`config.mk`:
```
export PLATFORM = sky130hd
export DESIGN_NAME = router_pkt_reg_flat
export DESIGN_NICKNAME = d
export VERILOG_FILES = /design/src/rtl/router_pkt_reg_if.sv /design/src/rtl/router_pkt_reg.sv /design/src/flat_wrapper.sv
export SDC_FILE = /design/constraint.sdc
export NUM_CORES = 1
export LEC_CHECK = 0
export ABC_AREA = 1
export BUFFER_PORTS_ARGS = -buffer_cell sky130_fd_sc_hd__buf_2
export CORE_MARGIN = 1
export CORE_UTILIZATION = 56
export CTS_CLUSTER_SIZE = 30
export DETAILED_ROUTE_END_ITERATION = 10
export GPL_ROUTABILITY_DRIVEN = 0
export PLACE_DENSITY_LB_ADDON = 0.12
export SLEW_MARGIN = 30
export SYNTH_ARGS = -nofsm -noshare
export SYNTH_HDL_FRONTEND = slang
export SYNTH_SLANG_ARGS = --single-unit
export TNS_END_PERCENT = 30
```
`constraint.sdc`:
```
create_clock -name clock -period 2.4 [get_ports clock]
set_clock_uncertainty 0.2 [all_clocks]
set_input_delay 0 -clock clock [delete_from_list [all_inputs] [get_ports clock]]
set_output_delay 0 -clock clock [all_outputs]
set_load 0.05 [all_outputs]
```
`src/rtl/router_pkt_reg_if.sv`:
```
// router_pkt_reg_if: byte stream, FIFO status, FSM state decodes and
// parity/status returns between the router FSM/source side and the
// packet register stage.
//   master : router FSM / source side (drives bytes and state decodes)
//   slave  : packet register stage (drives dout and status back)
interface router_pkt_reg_if #(
  parameter int DATA_WIDTH = 8
);

  // Source byte stream
  logic                  pkt_valid;
  logic [DATA_WIDTH-1:0] data_in;

  // Destination FIFO status
  logic                  fifo_full;

  // One-hot FSM state decodes
  logic                  detect_add;
  logic                  lfd_state;
  logic                  ld_state;
  logic                  laf_state;
  logic                  full_state;
  logic                  rst_int_reg;

  // Register stage outputs
  logic [DATA_WIDTH-1:0] dout;
  logic                  parity_done;
  logic                  low_packet_valid;
  logic                  err;

  modport master (
    output pkt_valid, data_in, fifo_full,
    output detect_add, lfd_state, ld_state, laf_state, full_state, rst_int_reg,
    input  dout, parity_done, low_packet_valid, err
  );

  modport slave (
    input  pkt_valid, data_in, fifo_full,
    input  detect_add, lfd_state, ld_state, laf_state, full_state, rst_int_reg,
    output dout, parity_done, low_packet_valid, err
  );

endinterface : router_pkt_reg_if

```
`src/rtl/router_pkt_reg.sv`:
```
// router_pkt_reg: packet datapath register stage of the 1x3 router.
// Latches the header, steers header/payload/parity bytes onto dout for the
// destination FIFO, parks the byte that arrives while the FIFO is full, and
// reports parity_done / low_packet_valid to the FSM and err to the host.
//
// Optional feature macro: ROUTER_PARITY_CHECK_EN
//   defined   : running parity, received parity byte and err are built.
//   undefined : parity registers are removed and err is tied to 0;
//               parity_done and low_packet_valid behave identically.
//
// All outputs are registered; reset is asynchronous, active-low, and clears
// every register including the data bytes.
module router_pkt_reg #(
  parameter int DATA_WIDTH = 8
) (
  input  logic              clock,
  input  logic              resetn,
  router_pkt_reg_if.slave   bus
);

  // Local views of the interface inputs
  logic                  pkt_valid;
  logic [DATA_WIDTH-1:0] data_in;
  logic                  fifo_full;
  logic                  detect_add;
  logic                  lfd_state;
  logic                  ld_state;
  logic                  laf_state;
  logic                  rst_int_reg;

  assign pkt_valid   = bus.pkt_valid;
  assign data_in     = bus.data_in;
  assign fifo_full   = bus.fifo_full;
  assign detect_add  = bus.detect_add;
  assign lfd_state   = bus.lfd_state;
  assign ld_state    = bus.ld_state;
  assign laf_state   = bus.laf_state;
  assign rst_int_reg = bus.rst_int_reg;

  // FIFO_FULL_STATE needs no action here: every register simply holds.
  logic unused_full_state;
  assign unused_full_state = bus.full_state;

  // Address field lives in bits [1:0]; address 3 is not a valid port.
  function automatic logic addr_valid(input logic [DATA_WIDTH-1:0] hdr);
    return (hdr[1:0] != 2'b11);
  endfunction

  // Received parity disagrees with the computed running parity.
  function automatic logic parity_mismatch(input logic [DATA_WIDTH-1:0] computed,
                                           input logic [DATA_WIDTH-1:0] received);
    return (computed != received);
  endfunction

  // Byte registers
  logic [DATA_WIDTH-1:0] header_byte_q, header_byte_d;
  logic [DATA_WIDTH-1:0] full_byte_q,   full_byte_d;
  logic [DATA_WIDTH-1:0] dout_q,        dout_d;

  // Status registers
  logic                  parity_done_q,      parity_done_d;
  logic                  low_packet_valid_q, low_packet_valid_d;

  // Decoded events shared by several registers
  logic                  hdr_capture;
  logic                  ld_write;
  logic                  ld_stall;
  logic                  ld_parity_byte;

  assign hdr_capture    = detect_add && pkt_valid && addr_valid(data_in);
  assign ld_write       = ld_state && !fifo_full;
  assign ld_stall       = ld_state && fifo_full;
  assign ld_parity_byte = ld_state && !pkt_valid;

  // Header latch: only valid destination addresses are captured
  always_comb begin
    header_byte_d = header_byte_q;
    if (hdr_capture) begin
      header_byte_d = data_in;
    end
  end

  // Byte parked while the FIFO is full, replayed in LOAD_AFTER_FULL
  always_comb begin
    full_byte_d = full_byte_q;
    if (ld_stall) begin
      full_byte_d = data_in;
    end
  end

  // Output byte mux; decodes are one-hot, dout holds when none applies
  always_comb begin
    dout_d = dout_q;
    if (lfd_state) begin
      dout_d = header_byte_q;
    end else if (ld_write) begin
      dout_d = data_in;
    end else if (laf_state) begin
      dout_d = full_byte_q;
    end
  end

  // parity_done: set once the parity byte reached the FIFO, either directly
  // from LOAD_DATA or via the replay in LOAD_AFTER_FULL
  always_comb begin
    parity_done_d = parity_done_q;
    if (detect_add) begin
      parity_done_d = 1'b0;
    end else if (ld_write && !pkt_valid) begin
      parity_done_d = 1'b1;
    end else if (laf_state && low_packet_valid_q && !parity_done_q) begin
      parity_done_d = 1'b1;
    end
  end

  // low_packet_valid: pkt_valid fell in LOAD_DATA; the FSM's internal reset
  // takes priority so the flag never leaks into the next packet
  always_comb begin
    low_packet_valid_d = low_packet_valid_q;
    if (ld_parity_byte) begin
      low_packet_valid_d = 1'b1;
    end
    if (rst_int_reg) begin
      low_packet_valid_d = 1'b0;
    end
  end

  // Control and data registers
  always_ff @(posedge clock or negedge resetn) begin
    if (!resetn) begin
      header_byte_q      <= '0;
      full_byte_q        <= '0;
      dout_q             <= '0;
      parity_done_q      <= 1'b0;
      low_packet_valid_q <= 1'b0;
    end else begin
      header_byte_q      <= header_byte_d;
      full_byte_q        <= full_byte_d;
      dout_q             <= dout_d;
      parity_done_q      <= parity_done_d;
      low_packet_valid_q <= low_packet_valid_d;
    end
  end

`ifdef ROUTER_PARITY_CHECK_EN

  logic [DATA_WIDTH-1:0] internal_parity_q, internal_parity_d;
  logic [DATA_WIDTH-1:0] packet_parity_q,   packet_parity_d;
  logic                  err_q,             err_d;

  // Running XOR: header once in LOAD_FIRST_DATA, then every byte sampled in
  // LOAD_DATA with pkt_valid high (stalled bytes are counted on arrival, so
  // the replay in LOAD_AFTER_FULL must not add them again)
  always_comb begin
    internal_parity_d = internal_parity_q;
    if (detect_add) begin
      internal_parity_d = '0;
    end else if (lfd_state) begin
      internal_parity_d = internal_parity_q ^ header_byte_q;
    end else if (ld_state && pkt_valid) begin
      internal_parity_d = internal_parity_q ^ data_in;
    end
  end

  // Received parity byte: the byte present when pkt_valid falls
  always_comb begin
    packet_parity_d = packet_parity_q;
    if (detect_add) begin
      packet_parity_d = '0;
    end else if (ld_parity_byte) begin
      packet_parity_d = data_in;
    end
  end

  // Error flag: evaluated in CHECK_PARITY_ERROR, sticky until the next
  // valid header so the host can read it between packets
  always_comb begin
    err_d = err_q;
    if (rst_int_reg && parity_done_q) begin
      err_d = parity_mismatch(internal_parity_q, packet_parity_q);
    end else if (detect_add && pkt_valid) begin
      err_d = 1'b0;
    end
  end

  // Parity registers
  always_ff @(posedge clock or negedge resetn) begin
    if (!resetn) begin
      internal_parity_q <= '0;
      packet_parity_q   <= '0;
      err_q             <= 1'b0;
    end else begin
      internal_parity_q <= internal_parity_d;
      packet_parity_q   <= packet_parity_d;
      err_q             <= err_d;
    end
  end

  assign bus.err = err_q;

`else

  // Parity checking not built: the error flag is permanently clear.
  assign bus.err = 1'b0;

`endif

  assign bus.dout             = dout_q;
  assign bus.parity_done      = parity_done_q;
  assign bus.low_packet_valid = low_packet_valid_q;

endmodule : router_pkt_reg

```
`src/flat_wrapper.sv`:
```
// flat-port wrapper written by rule: the top's interface ports become plain ports
module router_pkt_reg_flat 
#(
  parameter int DATA_WIDTH = 8
)
  (clock, resetn, bus_pkt_valid, bus_data_in, bus_fifo_full, bus_detect_add, bus_lfd_state, bus_ld_state, bus_laf_state, bus_full_state, bus_rst_int_reg, bus_dout, bus_parity_done, bus_low_packet_valid, bus_err);
  router_pkt_reg_if #(.DATA_WIDTH(DATA_WIDTH)) bus_i ();
  input  logic clock;
  input  logic resetn;
  input wire logic [$bits(bus_i.pkt_valid)-1:0] bus_pkt_valid;
  input wire logic [$bits(bus_i.data_in)-1:0] bus_data_in;
  input wire logic [$bits(bus_i.fifo_full)-1:0] bus_fifo_full;
  input wire logic [$bits(bus_i.detect_add)-1:0] bus_detect_add;
  input wire logic [$bits(bus_i.lfd_state)-1:0] bus_lfd_state;
  input wire logic [$bits(bus_i.ld_state)-1:0] bus_ld_state;
  input wire logic [$bits(bus_i.laf_state)-1:0] bus_laf_state;
  input wire logic [$bits(bus_i.full_state)-1:0] bus_full_state;
  input wire logic [$bits(bus_i.rst_int_reg)-1:0] bus_rst_int_reg;
  output wire logic [$bits(bus_i.dout)-1:0] bus_dout;
  output wire logic [$bits(bus_i.parity_done)-1:0] bus_parity_done;
  output wire logic [$bits(bus_i.low_packet_valid)-1:0] bus_low_packet_valid;
  output wire logic [$bits(bus_i.err)-1:0] bus_err;
  assign bus_i.pkt_valid = bus_pkt_valid;
  assign bus_i.data_in = bus_data_in;
  assign bus_i.fifo_full = bus_fifo_full;
  assign bus_i.detect_add = bus_detect_add;
  assign bus_i.lfd_state = bus_lfd_state;
  assign bus_i.ld_state = bus_ld_state;
  assign bus_i.laf_state = bus_laf_state;
  assign bus_i.full_state = bus_full_state;
  assign bus_i.rst_int_reg = bus_rst_int_reg;
  assign bus_dout = bus_i.dout;
  assign bus_parity_done = bus_i.parity_done;
  assign bus_low_packet_valid = bus_i.low_packet_valid;
  assign bus_err = bus_i.err;
  router_pkt_reg #(.DATA_WIDTH(DATA_WIDTH)) u_core (.clock(clock), .resetn(resetn), .bus(bus_i));
endmodule
```
==> flow_summary.toml <==
[run_status]
status = "completed"

[yosys]
synth_seq_area_share = 0.5133
syn_area_um2 = 1267
synth_nets = 170
netlist_instances = 152
synthTopCellsByArea = "dfrtp_1 51%, nand2_1 12%, nand3_1 9.9%"
yosysTopAreaCellShare = 0.5133
ys_types = 19
syn_avg_cell_area_um2 = 8.339
synth-warning-count = 0
synth-seq-cells = 26
synth.largest_area_cell = "dfrtp_1"

[clock_tree]
clock-root-buffer = "clkbuf_4"
cts_num_sinks = 26
tritoncts = "built"
clk_latency_ns = 0.31
cts_max_level = 1
cts_buffers = 3
clockBufferDepth = 2
cts.clk_slew.worst_paths_ns = 0.13
cts-resized-gates = 0

[die]
die_h_um = 49.58
core_area_um2 = 2042
die-area_um2 = 2458
start_util = 0.6207
die_w_um = 49.58
rows = 16
io_pins = 29

[setup_path]
crit_type = "in -> reg"
cpLargestDelayFamily = "buffers and inverters"
timing.rr.end = "u_core.bus.low_packet_valid"
cp.arrival_ns = 2.05
crit_path_start_kind = "input port"
cp_slowest_cell = "dlygate4sd3_1"
max_stage_delay_ns = 0.86
r2r_start = "u_core.bus.low_packet_valid"
cp.required_ns = 2.41
crit_path_max_fanout = 9
r2r_slack_ns = 0.87
cp_cell_sequence = "dlygate4sd3_1, buf_2, nor2_4, dlygate4sd3_1, a21oi_2, nand2_1, nand2_1"
ff2ff_path_depth = 3
path_buf_inv = 3
cp-end-kind = "flip-flop"

[sta]
fin_crit_sh = 0.8486
slew_headroom = 0.6181
setup_tns_ns = 0
slew_viol_final = 0
setup_viol = 0
rsz0062_at_grt = "no"
layout_min_cycle_time_ns = 2.037
max_slew.worst_pin.slew_ns = 0.5728
clock.fmax_mhz = 491.0
hold_violations = 0

[finish]
final_core_util = 0.7868
drive_above_1_share = 0.2000
n_antenna_cell = 0
design_area_um2 = 1607
final_cells = 222
fin_nets = 215
n_fill_cell = 164
area_growth_pct = 26.75

[grt]
grt_overflow = 0
grt_pass1_vias = 1227
grt_pass1_wl_um = 5575
antenna_found_initial = 0
grt_max_degree = 27
grt_use_total = 0.3034

[pwr]
p_leak_nw = 0.8295
power.density_nw_per_um2 = 634.0
ir_drop_v = 0.0004598

[detailed_routing]
drc = 0
num_vias = 1226
via_per_inst = 5.523
first_pass_iters = 5
ant_nets = 0
routedWlPerCell_um = 14.23
drtIter0Drc = 50
routed_wl_um = 3160

[placement]
dpl.hpwl_um = 1734
postPlaceCellArea_um2 = 1364
place.port_buffers = 26
placed_cells = 197

[run]
drv_cap = 0

[min_path]
hold_class = "in -> async"
[through the flow]
| stage | setup slack [ns] | hold WS [ns] | total power [mW] |
|---|---|---|---|
| after floorplan | 1.265 | -0.4956 | 0.7368 |
| after CTS | 0.4431 | 0.01594 | 1.014 |
| after global placement | 1.292 | -0.1819 | 0.7958 |
| after global routing | 0.3108 | 0.05472 | 1.075 |
| after detailed placement | 1.271 | -0.1765 | 0.8067 |
| final | 0.3633 | 0.006384 | 1.019 |
[area by class of cell]
type / count / area, um2 / area share
Timing Repair Buffer: 48 / 350.3 / 0.2181
Tap cell: 27 / 33.78 / 0.02103
Sequential cell: 26 / 650.6 / 0.4050
Clock buffer: 3 / 22.52 / 0.01402
Inverter: 11 / 43.79 / 0.02726
Multi-Input combinational cell: 107 / 505.5 / 0.3146
[where the power goes]
group / total (mW) / switching [mW] / leakage (nW) / internal [mW]
sequential: 0.531 / 0.0335 / 0.321 / 0.498
combinational: 0.312 / 0.207 / 0.494 / 0.105
clock: 0.176 / 0.117 / 0.0138 / 0.0586
total: 1.02 / 0.358 / 0.829 / 0.661
[logic make-up (layout without fill, tap and decap cells)]
logic type	count (synthesis)	after routing	synth area share
compound gates	27	27	0.1185
buf+inv	19	62	0.08784
flops	26	26	0.5133
other cells	1	1	0.002959
simple gates	79	79	0.2774
[how the worst max path moves through the flow]
| stage | startpoint | end | cells after the start |
|---|---|---|---|
| after floorplan | u_core.bus.low_packet_valid | u_core.bus.parity_done | 2 |
| after global placement | bus_ld_state | u_core.bus.dout[7] | 6 |
| after detailed placement | bus_lfd_state | u_core.bus.dout[3] | 5 |
| after CTS | bus_lfd_state | u_core.bus.dout[0] | 7 |
| after global routing | bus_lfd_state | u_core.bus.dout[1] | 6 |
| final | bus_lfd_state | u_core.bus.dout[0] | 7 |
[metal layers]
layer	global-route usage	wire length [um]
met5	0	0
met4	0.1143	59
met3	0.04012	184
met2	0.5248	1675
met1	0.3834	1241
[state kept, by name (all words and copies together) (netlist names)]
name	count
u_core.bus.dout	8
u_core.full_byte_q	8
u_core.header_byte_q	8
u_core.bus.low_packet_valid	1
u_core.bus.parity_done	1
[repair_timing]
item,4_1_cts,5_1_grt
hold endpoints to repair,52,0
setup endpoints to repair,0,0
hold buffers,22,0
buffers inserted,0,0
[cells in the final DEF (no fill, tap or decap)]
cell / count
dlygate4sd3_1: 22
dfrtp_1: 26
a21oi_2: 4
inv_2: 1
nand2_1: 41
conb_1: 1
nor2_1: 9
nand3_1: 25
o21ai_1: 16
nor2_4: 1
nand3_2: 1
nand2_2: 1
nand2_4: 1
clkbuf_4: 3
inv_4: 1
a21oi_1: 7
buf_2: 26
inv_1: 9
[worst register-to-register path: stages (launching register included)]
cell and delay [ns]:
dfrtp_1 0.41, a21oi_1 0.17, nor2_1 0.08, dlygate4sd3_1 0.56
[synth_stat cells (all sizes together)]
cell	count
nand2	43
dfrtp	26
nand3	26
o21ai	16
a21oi	11
inv	11
nor2	10
buf	8
conb	1
Power figures use the tool's default switching activity.
